## config.mk

```make
export PLATFORM = sky130hd
export DESIGN_NAME = spi_flash_responder
export DESIGN_NICKNAME = d
export VERILOG_FILES = /design/src/rtl/spi_flash_responder.sv
export SDC_FILE = /design/constraint.sdc
export NUM_CORES = 2
export LEC_CHECK = 0
export CAP_MARGIN = 15
export CELL_PAD_IN_SITES_DETAIL_PLACEMENT = 1
export CELL_PAD_IN_SITES_GLOBAL_PLACEMENT = 1
export CORE_UTILIZATION = 51
export DETAILED_ROUTE_END_ITERATION = 8
export HOLD_SLACK_MARGIN = 0.03
export PLACE_DENSITY = 0.85
export SETUP_SLACK_MARGIN = 0.1
export SYNTH_ARGS = -nofsm -noshare
export SYNTH_HDL_FRONTEND = slang
export SYNTH_SLANG_ARGS = --single-unit
export TNS_END_PERCENT = 20
```

## constraint.sdc

```tcl
create_clock -name ACLK -period 4.97 [get_ports ACLK]
set_clock_uncertainty 0.15 [all_clocks]
set_input_delay 0.497 -clock ACLK [delete_from_list [all_inputs] [get_ports ACLK]]
set_output_delay 0.497 -clock ACLK [all_outputs]
set_load 0.01 [all_outputs]
```

## src/rtl/spi_flash_responder.sv

```systemverilog
// Serial-flash target: oversamples SPI/QSPI pads in ACLK, decodes a Winbond-style subset, serves byte memory + SR1/SR2.
// Latency: io_out/io_oe follow the pad CLOCK fall by at most 3 ACLK cycles (2 sync flops + 1 output register).
// Backpressure: none; the initiator's CLOCK paces every transfer and CS deassert ends it unconditionally.
//
// Ports: ACLK/ARESETn system clock and async active-low reset; CLOCK, CS, io_in[3:0] raw pads from the initiator;
// io_out/io_oe pad drive values and per-pin enables; status_reg1/status_reg2 live status registers;
// cmd_last opcode of the last transaction whose full opcode byte arrived.
module spi_flash_responder #(
  parameter int         MEM_DEPTH = 256,
  parameter logic [7:0] SR2_RESET = 8'h02
) (
  input  logic       ACLK,
  input  logic       ARESETn,
  input  logic       CLOCK,
  input  logic       CS,
  input  logic [3:0] io_in,
  output logic [3:0] io_out,
  output logic [3:0] io_oe,
  output logic [7:0] status_reg1,
  output logic [7:0] status_reg2,
  output logic [7:0] cmd_last
);
  localparam int AW = $clog2(MEM_DEPTH);
  // Page-program column wraps inside 256 bytes, or inside the whole memory when it is smaller.
  localparam int PW = (AW < 8) ? AW : 8;
  localparam logic [AW-1:0] PMASK = AW'((1 << PW) - 1);
  // Shift register only needs to hold the bits that survive into the byte or the memory index.
  localparam int SW = (AW - 1 > 7) ? AW - 1 : 7;

  typedef enum logic [2:0] {
    S_IDLE, S_CMD, S_ADDR, S_DUMMY, S_RD_DATA, S_WR_DATA, S_SR_OUT, S_IGNORE
  } state_t;

  state_t          state, state_nx;
  logic            clk_s1, clk_s2, clk_s3, cs_s1, cs_s2;
  logic [3:0]      io_s1, io_s2;
  logic            rise, fall, io0;
  logic [SW-1:0]   sh;
  logic [4:0]      bit_cnt;
  logic [2:0]      out_cnt;
  logic            out_started;
  logic [7:0]      opcode;
  logic            op_done;
  logic [AW-1:0]   addr;
  logic            wel;
  logic [5:0]      sr1_hi;
  logic [7:0]      sr2;
  logic [1:0]      wrsr_cnt;
  logic [5:0]      wrsr_b1;
  logic [7:0]      wrsr_b2;
  logic [7:0]      mem [MEM_DEPTH];
  logic [7:0]      byte_in, mem_rd, sr_sel;
  logic [AW-1:0]   addr_in, pp_next;
  logic            is_pp, quad, mem_we;
  logic            unused_io;

  always_ff @(posedge ACLK or negedge ARESETn) begin
    if (!ARESETn) begin
      clk_s1 <= 1'b0; clk_s2 <= 1'b0; clk_s3 <= 1'b0;
      cs_s1  <= 1'b1; cs_s2  <= 1'b1;
      io_s1  <= 4'h0; io_s2  <= 4'h0;
    end else begin
      clk_s1 <= CLOCK;  clk_s2 <= clk_s1; clk_s3 <= clk_s2;
      cs_s1  <= CS;     cs_s2  <= cs_s1;
      io_s1  <= io_in;  io_s2  <= io_s1;
    end
  end

  assign rise      = clk_s2 & ~clk_s3;
  assign fall      = ~clk_s2 & clk_s3;
  assign io0       = io_s2[0];
  assign unused_io = ^io_s2[3:1];   // upper pads are outputs only for this command set

  assign byte_in     = {sh[6:0], io0};
  assign addr_in     = {sh[AW-2:0], io0};
  assign mem_rd      = mem[addr];
  assign is_pp       = (opcode == 8'h02);
  assign quad        = (opcode == 8'h6B);
  assign status_reg1 = {sr1_hi, wel, 1'b0};
  assign status_reg2 = sr2;
  assign sr_sel      = (opcode == 8'h35) ? status_reg2 : status_reg1;
  assign pp_next     = (addr & ~PMASK) | ((addr + AW'(1)) & PMASK);
  assign mem_we      = !cs_s2 && rise && (state == S_WR_DATA) && (bit_cnt == 5'd7) && is_pp;

  // FSM: state register
  always_ff @(posedge ACLK or negedge ARESETn) begin
    if (!ARESETn) state <= S_IDLE;
    else          state <= state_nx;
  end

  // FSM: next state; a synced CS high overrides any clock edge in the same cycle
  always_comb begin
    state_nx = state;
    if (cs_s2) begin
      state_nx = S_IDLE;
    end else begin
      case (state)
        S_IDLE: state_nx = S_CMD;
        S_CMD: if (rise && bit_cnt == 5'd7) begin
          case (byte_in)
            8'h05, 8'h35:        state_nx = S_SR_OUT;
            8'h01:               state_nx = S_WR_DATA;
            8'h03, 8'h6B, 8'h02: state_nx = S_ADDR;
            default:             state_nx = S_IGNORE;
          endcase
        end
        S_ADDR: if (rise && bit_cnt == 5'd23) begin
          if (opcode == 8'h03)      state_nx = S_RD_DATA;
          else if (quad)            state_nx = sr2[1] ? S_DUMMY : S_IGNORE;
          else                      state_nx = wel ? S_WR_DATA : S_IGNORE;
        end
        S_DUMMY: if (rise && bit_cnt == 5'd7) state_nx = S_RD_DATA;
        default: ;
      endcase
    end
  end

  // FSM: outputs; enables rise together with the first driven bit so IO0 is never contended early
  always_comb begin
    io_oe = 4'b0000;
    case (state)
      S_RD_DATA: if (out_started) io_oe = quad ? 4'b1111 : 4'b0010;
      S_SR_OUT:  if (out_started) io_oe = 4'b0010;
      default: ;
    endcase
  end

  always_ff @(posedge ACLK or negedge ARESETn) begin
    if (!ARESETn) begin
      sh <= '0; bit_cnt <= 5'd0; out_cnt <= 3'd0; out_started <= 1'b0; io_out <= 4'h0;
      opcode <= 8'h00; op_done <= 1'b0; addr <= '0;
      wel <= 1'b0; sr1_hi <= 6'h00; sr2 <= SR2_RESET; cmd_last <= 8'h00;
      wrsr_cnt <= 2'd0; wrsr_b1 <= 6'h00; wrsr_b2 <= 8'h00;
    end else if (cs_s2) begin
      bit_cnt <= 5'd0; out_cnt <= 3'd0; out_started <= 1'b0; io_out <= 4'h0;
      wrsr_cnt <= 2'd0; op_done <= 1'b0;
      // Deferred side effects commit once, on the first synced-high cycle.
      if (op_done) begin
        cmd_last <= opcode;
        case (opcode)
          8'h06: wel <= 1'b1;
          8'h04, 8'h02: wel <= 1'b0;
          8'h01: begin
            if (wel) begin
              if (wrsr_cnt != 2'd0) sr1_hi <= wrsr_b1;
              if (wrsr_cnt == 2'd2) sr2 <= wrsr_b2;
            end
            wel <= 1'b0;
          end
          default: ;
        endcase
      end
    end else begin
      if (rise) begin
        sh <= {sh[SW-2:0], io0};
        case (state)
          S_CMD: begin
            if (bit_cnt == 5'd7) begin
              bit_cnt <= 5'd0; opcode <= byte_in; op_done <= 1'b1;
            end else bit_cnt <= bit_cnt + 5'd1;
          end
          S_ADDR: begin
            if (bit_cnt == 5'd23) begin
              bit_cnt <= 5'd0; addr <= addr_in;
            end else bit_cnt <= bit_cnt + 5'd1;
          end
          S_DUMMY: bit_cnt <= (bit_cnt == 5'd7) ? 5'd0 : bit_cnt + 5'd1;
          S_WR_DATA: begin
            bit_cnt <= (bit_cnt == 5'd7) ? 5'd0 : bit_cnt + 5'd1;
            if (bit_cnt == 5'd7) begin
              if (is_pp) addr <= pp_next;
              else if (wrsr_cnt != 2'd2) begin
                if (wrsr_cnt == 2'd0) wrsr_b1 <= byte_in[7:2];
                else                  wrsr_b2 <= byte_in;
                wrsr_cnt <= wrsr_cnt + 2'd1;
              end
            end
          end
          default: ;
        endcase
      end
      if (fall) begin
        if (state == S_RD_DATA) begin
          out_started <= 1'b1;
          out_cnt     <= out_cnt + 3'd1;
          if (quad) begin
            io_out <= out_cnt[0] ? mem_rd[3:0] : mem_rd[7:4];
            if (out_cnt[0]) addr <= addr + AW'(1);
          end else begin
            io_out <= {2'b00, mem_rd[3'd7 - out_cnt], 1'b0};
            if (out_cnt == 3'd7) addr <= addr + AW'(1);
          end
        end else if (state == S_SR_OUT) begin
          out_started <= 1'b1;
          out_cnt     <= out_cnt + 3'd1;
          io_out      <= {2'b00, sr_sel[3'd7 - out_cnt], 1'b0};
        end
      end
    end
  end

  // Program can only clear bits, so each completed byte ANDs into the cell.
  always_ff @(posedge ACLK or negedge ARESETn) begin
    if (!ARESETn) begin
      for (int i = 0; i < MEM_DEPTH; i++) mem[i] <= 8'hFF;
    end else if (mem_we) begin
      mem[addr] <= mem[addr] & byte_in;
    end
  end
endmodule

```

# --- Yosys cells after proc, flatten, opt, wreduce, memory -nomap -nowiden ---
# Cells that the tools add are included.
word_totals:
  input_bits: 8
  wordCells: 427
  mem_bits_ro: 0
  latch_bits: 0
  out_inout_bits: 32
  register_bits: 2134
  mem_bits_rw: 0
  memories: 0
classes:
  n_mul: 0
  n_reduce_logical: 38
  div_mod_pow: 0
  muxes: 65
  n_addsub: 5
  shifts: 0
  n_eq_ne: 28
  order_cmp: 3
  n_bitwise: 9
op_table:
  columns: ["op", "n"]
  rows:
  - ["2048-bit bitwise mux", 1]
  - ["8-bit two-way mux", 13]
  - ["8-bit binary-select mux with 8-bit select", 1]
  - ["8-bit demux with 8-bit select", 1]
  - ["3-bit two-way mux", 11]
  - ["8-bit by 2-bit equality test with 1-bit output (second input constant)", 4]
  - ["4-bit two-way mux", 8]
  - ["8-bit by 3-bit equality test with 1-bit output (second input constant)", 3]
  - ["5-bit two-way mux", 4]
  - ["8-bit by 1-bit equality test with 1-bit output (second input constant)", 2]
  - ["8-bit by 6-bit equality test with 1-bit output (second input constant)", 2]
  - ["8-bit by 7-bit equality test with 1-bit output (second input constant)", 2]
  - ["2-bit two-way mux", 8]
  - ["8-bit one-hot mux with 2 select lines", 1]
  - ["2-bit nonzero test", 8]
  - ["5-bit AND reduction", 3]
  - ["7-bit AND reduction", 2]
  - ["3-bit equality test (second input constant)", 4]
  - ["3-bit one-hot mux with 4 select lines", 1]
  - ["1-bit two-way mux", 10]
  - ["5-bit one-hot mux with 2 select lines", 1]
  - ["9-bit greater-or-equal comparator (second input constant)", 1]
  - ["9-bit by 1-bit less-than comparator with 1-bit output (second input constant)", 1]
  - ["3-bit inequality test (second input constant)", 3]
  - ["other kinds (31)", 53]

# --- Depth between registers and ports, before layout ---
logic_depth:
  word_depth: 10
  mapped_depth: 20
  mapped_depth_nobuf: 10

# --- Least setup slack after synthesis ---
# No wires, ideal clock.
synth_path:
  kind: "register to register"
  start: "register addr[1]"
  end: "register mem[1029] (netlist bit)"
  t_arrival_ns: 3.409
  setup_slack_ns: 1.329
  n_path_buf: 7
  synth_period_minus_slack_ns: 3.641
  setup_ns: 0.082
  required_time_ns: 4.738
  path_stages_with_launch: 15
  path_cell_list: "dfrtp_1 > buf_4 > buf_6 > buf_6 > buf_6 > buf_6 > clkbuf_1 > mux4_2 > mux2_2 > a32o_1 > or4_4 > nor3_4 > nor2b_2 > buf_2 > mux2_2"
synth_between:
  elab_chain_len: 6
synth_rtl:
  columns: ["item", "line_no", "rtl"]
  rows:
  - ["from (decl)", "44", "logic [AW-1:0] addr;"]
  - ["from (signal assigned)", "171", "if (is_pp) addr <= pp_next;"]
  - ["from (signal assigned)", "188", "if (out_cnt[0]) addr <= addr + AW'(1);"]
  - ["from (signal assigned)", "191", "if (out_cnt == 3'd7) addr <= addr + AW'(1);"]
  - ["8-bit inverter with 9-bit output (not written as such) (*)", "207", "mem[addr] <= mem[addr] & byte_in;"]
  - ["8-bit binary-select mux with 8-bit select, or another cell as far along", "207", null]
  - ["8-bit two-way mux (not written as such) or 1-bit logical AND (tied branches)", "207", null]
  - ["8-bit two-way mux (not written as such)", "207", null]
  - ["8-bit bitwise AND or 8-bit demux with 8-bit select (tied branches)", "207", null]
  - ["2048-bit bitwise mux (*)", "207", null]
  - ["to (signal, indexed assignment)", "207", null]
  - ["to (decl)", "51", "logic [7:0] mem [MEM_DEPTH];"]
# Mark *: on every way between the ends. The rest lies on a longest branch, timed or not. The select of a mux whose other input is x is not followed.
# A chain may end at the register's enable or synchronous reset.

# --- Final worst setup path ---
layout_path:
  start: "register addr[0]"
  end: "register mem[39] (netlist bit)"
# The elaborated chain is that of the path after synthesis.

==> flow_summary_export.csv <==
group,metric,value,unit
finish,nets,10100,
setup_path,crit_path_max_incr_delay,0.71,ns
drt,viasPerCell,6.68,
die,die_w,447,µm
pwr,clock_power_share,49.3,%
synth,synth_top_family_by_area,"simple AND/OR/NAND/NOR gates",
global_route,grt_overflow,0,
setup_path,critical_path_required,5.68,ns
die,design.die.area,0.199,mm²
run_status,status,"finished, violations left",
drt,route.met3.wl,53500,µm
pwr,p_total,35900,µW
pwr,pwr-share-comb,1.7,%
setup_path,r2r_setup_slack,-0.16,ns
setup_path,critPathLaunchType,"register",
placement,portBuffers,35,
global_route,grt_max_degree,185,
die,rows,162,
drt,routed_wl,429000,µm
cts,clkLatencyLatePin,0.97,ns
sta,setup_tns,-18.81,ns
synth,syn_area_per_cell,10.3,µm²
hold_path,hold-path-cell-count,0,
setup_path,path_class,"register to register",
pwr,p_leak,0.0471,µW
placement,globalplace.congestion,0.989,
drt,dr.pass1.iters,6,
global_route,antenna_found_initial,43,
run_status,violations,"negative setup slack",
drt,wl_per_cell,33.1,µm
drt,vias,86600,
setup_path,r2r_start,"addr[0]$_DFFE_PN0N_",
die,fp.dieH,447,µm
synth,ys_ff_latch,2134,
synth,ys_warn_count,0,
sta,rsz0062_at_grt,"true",
run,maxCapViolCount,0,
cts,clk_path_buf_depth,3,
synth,synthDistinctLibCells,78,
synth,ys.flop_type,"dfstp_2",
cts,clk_pin_slew,0.06,ns
synth,synth.most_common_cell,"nand2_1",
synth,synth_top_area_share,53.5,%
sta,setup_viol,351,
setup_path,crit_fanout,34,
synth,synth_nets,9782,
synth,synth-edff-count,0,
synth,synth-simple-area-share,19.6,%
pwr,switchingPower,8330,µW
drt,drt_iter0_markers,10200,
setup_path,cp.arrival,5.84,ns
drt,drc,0,
synth,synth_cells,9765,
global_route,grt_pass1_vias,93700,
synth,yosys.area_share.xor_xnor,0.0695,%
setup_path,worst-r2r-cell-count,13,
drt,met2_length,189000,µm
synth,yosys-top-cells-area,"dfstp_2 (53%), nand2_1 (17%), mux4_2 (10%)",
finish,layout-drive-gt1-share,38.4,%
sta,worst_pin_slew,1.43,ns
finish,postLayoutCellArea,0.116,mm²
cts,cts-htree-levels,4,
sta,slew_headroom,4.68,%
pwr,seq_power_share,49.1,%
hold_path,hp-class,"register to register",
drt,highest_layer,"met5",
drt,wl_met1,142000,µm
pwr,intPower,27500,µW
synth,synth_top_area_cell,"dfstp_2",
cts,cts_tree,"built",
sta,layout_setup_ws,-0.156,ns
placement,placed_cell_area,0.108,mm²
placement,dp_slack,-0.158,ns
die,start_util,51.5,%
hold_path,holdPathEnd,"cs_s2$_DFF_PN1_",
cts,clockRootBuffer,"clkbuf_16",
synth,synth_fa_ha_area_share,0.112,%
sta,timing.final.crit_share,103,%
drt,postRouteAntennaNets,0,
finish,syn2layout_area_growth,14.7,%
sta,slew_violations,0,
synth,async_reset_ff_share,100,%
pwr,max-vdd-ir-drop,0.000400,V
cts,cts_inserted_buffers,223,
setup_path,critPathCaptureType,"register",
pwr,powerDensity,310,mW/mm²
setup_path,slowest_stage,"a221oi_1",
placement,dp_hpwl,272000,µm
cts,cts_sinks,2134,
synth,synth_compound_area_share,5.43,%
synth,netlist_top_cells_count,"nand2_1 (4,531), dfstp_2 (2,051), o21ai_0 (552)",
sta,finalHoldViolations,0,
pwr,swShare,23.2,%
hold_path,hp-start,"cs_s1$_DFF_PN1_",
synth,syn_area,0.101,mm²
synth,ys_seq_area_share,55.5,%
global_route,grt_util_all_layers,43.2,%
global_route,grt_pass1_wl,631000,µm
sta,fmax,195,MHz
die,io_pins,40,
die,fp.coreArea,0.196,mm²
setup_path,r2r-end,"mem[39]$_DFFE_PN1P_",
synth,synth.area.mux_share,16.3,%
finish,final_core_utilization,59.1,%
sta,min_period,5.13,ns
finish,fillers,20700,
setup_path,crit_chain,"buf_12 -> and2_4 -> a221oi_1 -> a221oi_1 -> a311oi_1 -> o221ai_1 -> buf_4 -> a22oi_1 -> and2_4 -> buf_12 -> buf_4 -> nand2_1 -> nand2_1",
[power by group through the flow]
stage / clock (µW) / sequential (µW) / combinational, µW
3_3_place_gp: 0 / 17800 / 558
2_1_floorplan: 0 / 17800 / 170
6_report: 17700 / 17600 / 595
3_5_place_dp: 0 / 17800 / 584
5_1_grt: 18300 / 17600 / 663
4_1_cts: 17600 / 17600 / 598
[what timing repair did]
| action | in CTS | in global routing |
|---|---|---|
| setup endpoints to repair | 258 | 563 |
| pin swaps | 0 | 2 |
| setup buffers | 0 | 2 |
| resized for setup | 2 | 9 |
| hold endpoints to repair | 97 | 0 |
| hold buffers | 4 | 0 |
[kinds of logic (layout without fill, tap and decap cells)]
family / after synthesis / count (layout)
AND/OR/NAND/NOR: 5089 / 5089
AO/OA/AOI/OAI: 926 / 926
multiplexers: 1034 / 1034
other: 1 / 36
buffers and inverters: 564 / 1105
flip-flops: 2134 / 2134
adder cells (fa/ha/maj): 9 / 9
XOR/XNOR: 8 / 8
[cells in the final DEF, fill, tap and decap left out, drive strengths merged, types with 23 or more instances in the layout]
cell type	netlist	layout
nor2	332	332
clkbuf	238	335
and3	26	26
clkinv	2	58
dfrtp	83	83
mux4	451	451
nand2	4531	4531
mux2	390	390
clkdlybuf4s50	0	34
diode	0	35
and2	23	23
dfstp	2051	2051
a22oi	148	148
o21ai	553	553
mux2i	193	193
a21oi	67	67
buf	305	628
inv	19	26
nand3	47	47
[state kept, by name, indices dropped and copies added (netlist names), 4 cells and up]
signal and count:
mem 2048, addr 8, cmd_last 8, opcode 8
status_reg2 8, wrsr_b2 8, sh 7, sr1_hi 6
wrsr_b1 6, bit_cnt 5, io_out 4
[critical path: cells and delay by family (launching register included)]
family | cells | cell delay [ns]
buf+inv | 4 | 1.02
simple gates | 4 | 0.93
flops | 1 | 0.62
compound gates | 5 | 2.21
[through the flow]
step	cells	hold slack, ns
after global routing	12900	0.209
after floorplan	9765	0.0514
after detailed placement	12500	0.198
final	13000	0.199
after CTS	12900	0.206
after global placement	12500	0.195
[metal layers]
metal / track usage, % / vias to the layer above
li1: - / 33400
met1: 49.2 / 44400
met4: 36.1 / 42
met5: 1.07 / -
met2: 64.2 / 6356
met3: 16.7 / 2455
[cell type report]
type                       instances  area, µm²  area share, %
multi-input combinational       7067      42100           36.4
tap                             2624       3280           2.84
inverter                          21       78.8         0.0682
sequential                      2134      56000           48.4
antenna                           35       87.6         0.0757
clock inverter                    82        973          0.842
timing repair buffer             667       6530           5.65
clock buffer                     335       6610           5.72
[how the worst max path moves through the flow]
stage	startpoint	to	slack [ns]	cells after the start
3_3_place_gp	addr[0]$_DFFE_PN0N_	mem[646]$_DFFE_PN1P_	-0.14	13
6_report	addr[0]$_DFFE_PN0N_	mem[39]$_DFFE_PN1P_	-0.16	13
5_1_grt	addr[1]$_DFFE_PN0N_	mem[1967]$_DFFE_PN1P_	0.01	14
3_5_place_dp	addr[0]$_DFFE_PN0N_	mem[646]$_DFFE_PN1P_	-0.16	13
2_1_floorplan	addr[1]$_DFFE_PN0N_	mem[1029]$_DFFE_PN1P_	1.33	14
4_1_cts	addr[3]$_DFFE_PN0N_	mem[1967]$_DFFE_PN1P_	0.21	14
Note: power is estimated with default switching activity, not from simulation.
